==> src/rtl/imem_boot_loader_pkg.sv <==
// Shared types for the instruction-memory boot loader.
// The CSUM state is only entered when IMEM_LOADER_CHECKSUM_EN is defined.
package imem_boot_loader_pkg;

    localparam int HDR_W = 16;

    typedef enum logic [2:0] {
        LEN_LO,
        LEN_HI,
        DATA,
        CSUM,
        DONE,
        ERR
    } state_t;

endpackage

==> src/rtl/imem_boot_loader.sv <==
// Byte-stream program loader: packs LE words into imem and holds the core until loaded.
// Define IMEM_LOADER_CHECKSUM_EN to require a trailing XOR checksum byte.
module imem_boot_loader
    import imem_boot_loader_pkg::*;
#(
    parameter int DEPTH  = 64,
    parameter int ADDR_W = 6
) (
    input  logic              clk,
    input  logic              reset,
    input  logic              in_valid,
    input  logic [7:0]        in_data,
    output logic              in_ready,
    input  logic              reload,
    output logic              imem_we,
    output logic [ADDR_W-1:0] imem_waddr,
    output logic [31:0]       imem_wdata,
    output logic              core_hold,
    output logic              done,
    output logic              error
);

`ifdef IMEM_LOADER_CHECKSUM_EN
    localparam state_t PAYLOAD_END = CSUM;
`else
    localparam state_t PAYLOAD_END = DONE;
`endif

    state_t            state;
    state_t            state_nx;
    logic [7:0]        len_lo;
    logic [ADDR_W:0]   n_words;
    logic [ADDR_W:0]   wcnt;
    logic [1:0]        lane;
    logic [23:0]       part;
    logic [7:0]        csum;
    logic [HDR_W-1:0]  hdr;
    logic              take;
    logic              last_word;
    logic              done_d;
    logic              err_d;
    logic              restart;

    assign in_ready  = (state != DONE) && (state != ERR);
    assign take      = in_valid && in_ready;
    assign hdr       = {in_data, len_lo};
    assign last_word = (lane == 2'd3) && ((wcnt + 1'b1) == n_words);
    assign restart   = reload && !in_ready;

    // Flags follow the state one cycle late so the last write lands first.
    assign done_d = (state == DONE) && (state_nx == DONE);
    assign err_d  = (state == ERR) && (state_nx == ERR);

    always_comb begin
        state_nx = state;
        unique case (state)
            LEN_LO: begin
                if (take) state_nx = LEN_HI;
            end
            LEN_HI: begin
                if (take) begin
                    if (hdr == '0)
                        state_nx = PAYLOAD_END;
                    else if (hdr > HDR_W'(DEPTH))
                        state_nx = ERR;
                    else
                        state_nx = DATA;
                end
            end
            DATA: begin
                if (take && last_word) state_nx = PAYLOAD_END;
            end
            CSUM: begin
                if (take) state_nx = (in_data == csum) ? DONE : ERR;
            end
            DONE, ERR: begin
                if (reload) state_nx = LEN_LO;
            end
            default: state_nx = LEN_LO;
        endcase
    end

    always_ff @(posedge clk or posedge reset) begin
        if (reset) state <= LEN_LO;
        else       state <= state_nx;
    end

    always_ff @(posedge clk or posedge reset) begin
        if (reset) begin
            len_lo     <= '0;
            n_words    <= '0;
            wcnt       <= '0;
            lane       <= '0;
            part       <= '0;
            csum       <= '0;
            imem_we    <= 1'b0;
            imem_waddr <= '0;
            imem_wdata <= '0;
            core_hold  <= 1'b1;
            done       <= 1'b0;
            error      <= 1'b0;
        end else begin
            imem_we   <= 1'b0;
            done      <= done_d;
            error     <= err_d;
            core_hold <= !done_d;
            if (restart) begin
                wcnt <= '0;
                lane <= '0;
                csum <= '0;
            end
            if (take) begin
                unique case (state)
                    LEN_LO: len_lo <= in_data;
                    LEN_HI: begin
                        n_words <= hdr[ADDR_W:0];
                        wcnt    <= '0;
                        lane    <= '0;
                        csum    <= '0;
                    end
                    DATA: begin
                        csum <= csum ^ in_data;
                        lane <= lane + 2'd1;
                        part <= {in_data, part[23:8]};
                        if (lane == 2'd3) begin
                            imem_we    <= 1'b1;
                            imem_waddr <= wcnt[ADDR_W-1:0];
                            imem_wdata <= {in_data, part};
                            wcnt       <= wcnt + 1'b1;
                        end
                    end
                    default: ;
                endcase
            end
        end
    end

endmodule

==> config.mk <==
export PLATFORM = sky130hd
export DESIGN_NAME = imem_boot_loader
export DESIGN_NICKNAME = d
export VERILOG_FILES = /design/src/rtl/imem_boot_loader_pkg.sv /design/src/rtl/imem_boot_loader.sv
export SDC_FILE = /design/constraint.sdc
export NUM_CORES = 1
export LEC_CHECK = 0
export BUFFER_PORTS_ARGS = -buffer_cell sky130_fd_sc_hd__buf_2
export CAP_MARGIN = 0
export CORE_AREA = 2 2 123 125
export CTS_CLUSTER_SIZE = 25
export DETAILED_ROUTE_END_ITERATION = 6
export DIE_AREA = 0 0 125 127
export GPL_ROUTABILITY_DRIVEN = 0
export GPL_TIMING_DRIVEN = 0
export SLEW_MARGIN = 0
export SYNTH_ARGS = -nofsm -noshare
export SYNTH_HDL_FRONTEND = slang
export SYNTH_SLANG_ARGS = --single-unit
==> constraint.sdc <==
create_clock -name clk -period 3.7 [get_ports clk]
set_input_delay 0.74 -clock clk [delete_from_list [all_inputs] [get_ports clk]]
set_output_delay 0.74 -clock clk [all_outputs]
set_load 0.1 [all_outputs]
==> impl_metrics.yaml <==
clocking:
  cts_buffers: 9
  postCtsSetupRepairBufs: 0
  clk-insertion-delay-late_ns: 0.35
  cts_sinks: 101
  clockBufferDepth: 2
  htreeDepth: 3
  cts.reportedPaths.clkPinSlew_ns: 0.07
  cts_tree: "yes"
  ctsResizeCount: 0
  cts_root_buf: "clkbuf_16"
  ctsHoldBuffers: 0
timing:
  report.final.slew_viol_count: 0
  rsz0062_at_grt: "no"
  timing.fmax_mhz: 445
  hold_violations: 0
  worstMarginPinSlew_ns: 0.732
  tns_ns: 0
  slew-limit-headroom: 0.509
  fin_crit_sh: 0.607
  setup_viol: 0
  fin_crit_ns: 2.25
  skew_ns: 0.00837
setup_path:
  reg2reg_from: "state[2]"
  crit_required_ns: 2.96
  reg2reg_setup_slack_ns: 1.47
  worstSetupPathType: "reg -> out"
  start_kind: "register"
  critPathTopFamily: "flip-flops"
  critPathCaptureType: "output pin"
  crit_path_max_fanout: 6
  crit_buf_inv: 1
  worstPathCellList: "nand2b_1 > buf_2"
  critPathMaxStageDelay_ns: 0.47
  cp.arrival_ns: 1.51
  reg2reg_depth: 8
  r2r_end: "imem_wdata[27]"
  path_depth: 2
  crit_slowest_cell: "dfrtp_1"
die:
  die_height_um: 127
  io_pins: 55
  core-area_mm2: 0.0144
  die_area_mm2: 0.0159
  die_w_um: 125
  fp-row-count: 44
  initial_core_util: 0.297
power_and_ir_drop:
  peakVddDrop_mv: 0.291
  total_leakage_power_nw: 2.69
  powerDensity_mw_per_mm2: 557
  p_total_w: 0.00286
cells_and_area:
  n_antenna_cell: 0
  final_common_cell: "nand2_1"
  drive_above_1_share: 0.232
  layout_common_cells: "nand2_1 (152), dfrtp_1 (100), buf_2 (58), mux2_2 (28), o21ai_0 (23)"
  final_core_util: 0.356
  final_nets: 497
  fin_area_mm2: 0.00513
  area_delta_synth_final_pct: 19.7
  stdcell_count: 672
placed_design:
  hpwl_um: 6780
  dpl_cell_area_mm2: 0.00482
  port_buffers: 54
  dp.cells: 656
global_routing:
  grt.total_usage: 0.123
  grt_max_degree: 72
  grt_pass1_wl_um: 15800
  grt_pass1_vias: 3036
  grt_overflow: 0
  antenna_found_initial: 0
synthesis:
  synthArstFlopShare: 1.00
  ys_types: 43
  yosys_warnings: 0
  synth_seq_cells: 101
  synth_ff_type: "dfrtp_1"
  syn_avg_cell_area_um2: 10.3
  synth_nets: 431
  synth-edff-count: 0
  synth_cells: 417
  ys_top_cells_by_area: "dfrtp_1 (58%), nand2_1 (13%), mux2_2 (7.4%), xnor2_1 (2.9%), o21ai_0 (2.7%)"
  syn_area_mm2: 0.00429
  yosysTopAreaCell: "dfrtp_1"
  yosys.area.top_type_share: 0.584
  synth-seq-area-share: 0.590
run_status:
  status: "finished, final reports clean"
drt:
  wl_per_cell_um: 14.3
  vias_per_cell: 4.61
  drt_iter0_drc: 180
  vias: 3101
  dr.pass1.iters: 4
  drt_wl_total_um: 9590
  drt.antenna.violating_nets: 0
  drc_errors: 0
flow_run:
  drv_cap: 0
worst_hold_path:
  hp-class: "in -> async"
-- stage by stage --
step,hold WS [ns],setup WS [ns]
global placement,0.455,-0.799
finish,0.391,1.45
global route,0.422,1.34
floorplan,0.437,0.315
CTS,0.401,1.45
detailed placement,0.453,1.17
-- power breakdown --
group | internal, W | total (W) | switching [W]
Clock | 0.000542 | 0.000994 | 0.000452
Sequential | 0.00124 | 0.00133 | 0.0000933
Combinational | 0.000211 | 0.000532 | 0.000321
Total | 0.00199 | 0.00286 | 0.000866
-- cell type report --
type                       count  area (um2)
fill                        1459        9290
sequential                   101        2530
multi-input combinational    294        1630
timing repair buffer          55         298
tap                          184         230
clock buffer                   9         225
buffer                        17         106
clock inverter                 7        87.6
inverter                       5        23.8
-- worst max-delay path by stage --
stage | start | endpoint | slack, ns
after detailed placement | in_valid | imem_wdata[26] | 1.17
after CTS | state[1] | in_ready | 1.45
after global routing | state[2] | imem_wdata[29] | 1.34
after global placement | reset | imem_waddr[4] | -0.80
final | state[1] | in_ready | 1.45
after floorplan | reset | csum[0] | 0.31
-- cell families after synthesis --
group	after synthesis	share of synthesized area
DFF	101	0.590
adders and majority gates	2	0.00584
buffers and inverters	22	0.0298
AOI/OAI and AO/OA	47	0.0636
muxes	30	0.0788
and+or+nand+nor	198	0.198
xor gates and xnor gates	17	0.0347
-- layer usage --
layer  wire length, um  GRT usage
met5                 0          0
met3               311     0.0226
met2              4580      0.206
met4               147     0.0451
met1              4560      0.160
-- sequential cells by signal, summed over array words and instances, names as in the netlist --
| register | cells |
|---|---|
| state | 3 |
| imem_we | 1 |
| done | 1 |
| part | 24 |
| wcnt | 7 |
| core_hold | 1 |
| csum | 8 |
| len_lo | 8 |
| imem_waddr | 6 |
| error | 1 |
| n_words | 7 |
| imem_wdata | 32 |
| lane | 2 |
-- cells in the mapped netlist, types with 3 or more instances --
master / n
and3_1: 3
o21ai_0: 23
o21ai_1: 3
nand3_1: 5
nor4_1: 4
nand2b_1: 4
nand2_1: 152
mux2_2: 28
dfrtp_1: 100
a21oi_1: 9
inv_1: 4
clkbuf_1: 7
xor2_1: 3
nor3_1: 4
xnor2_1: 14
nor2_1: 13
buf_2: 4
No activity file was read; power rests on OpenSTA's default activity.
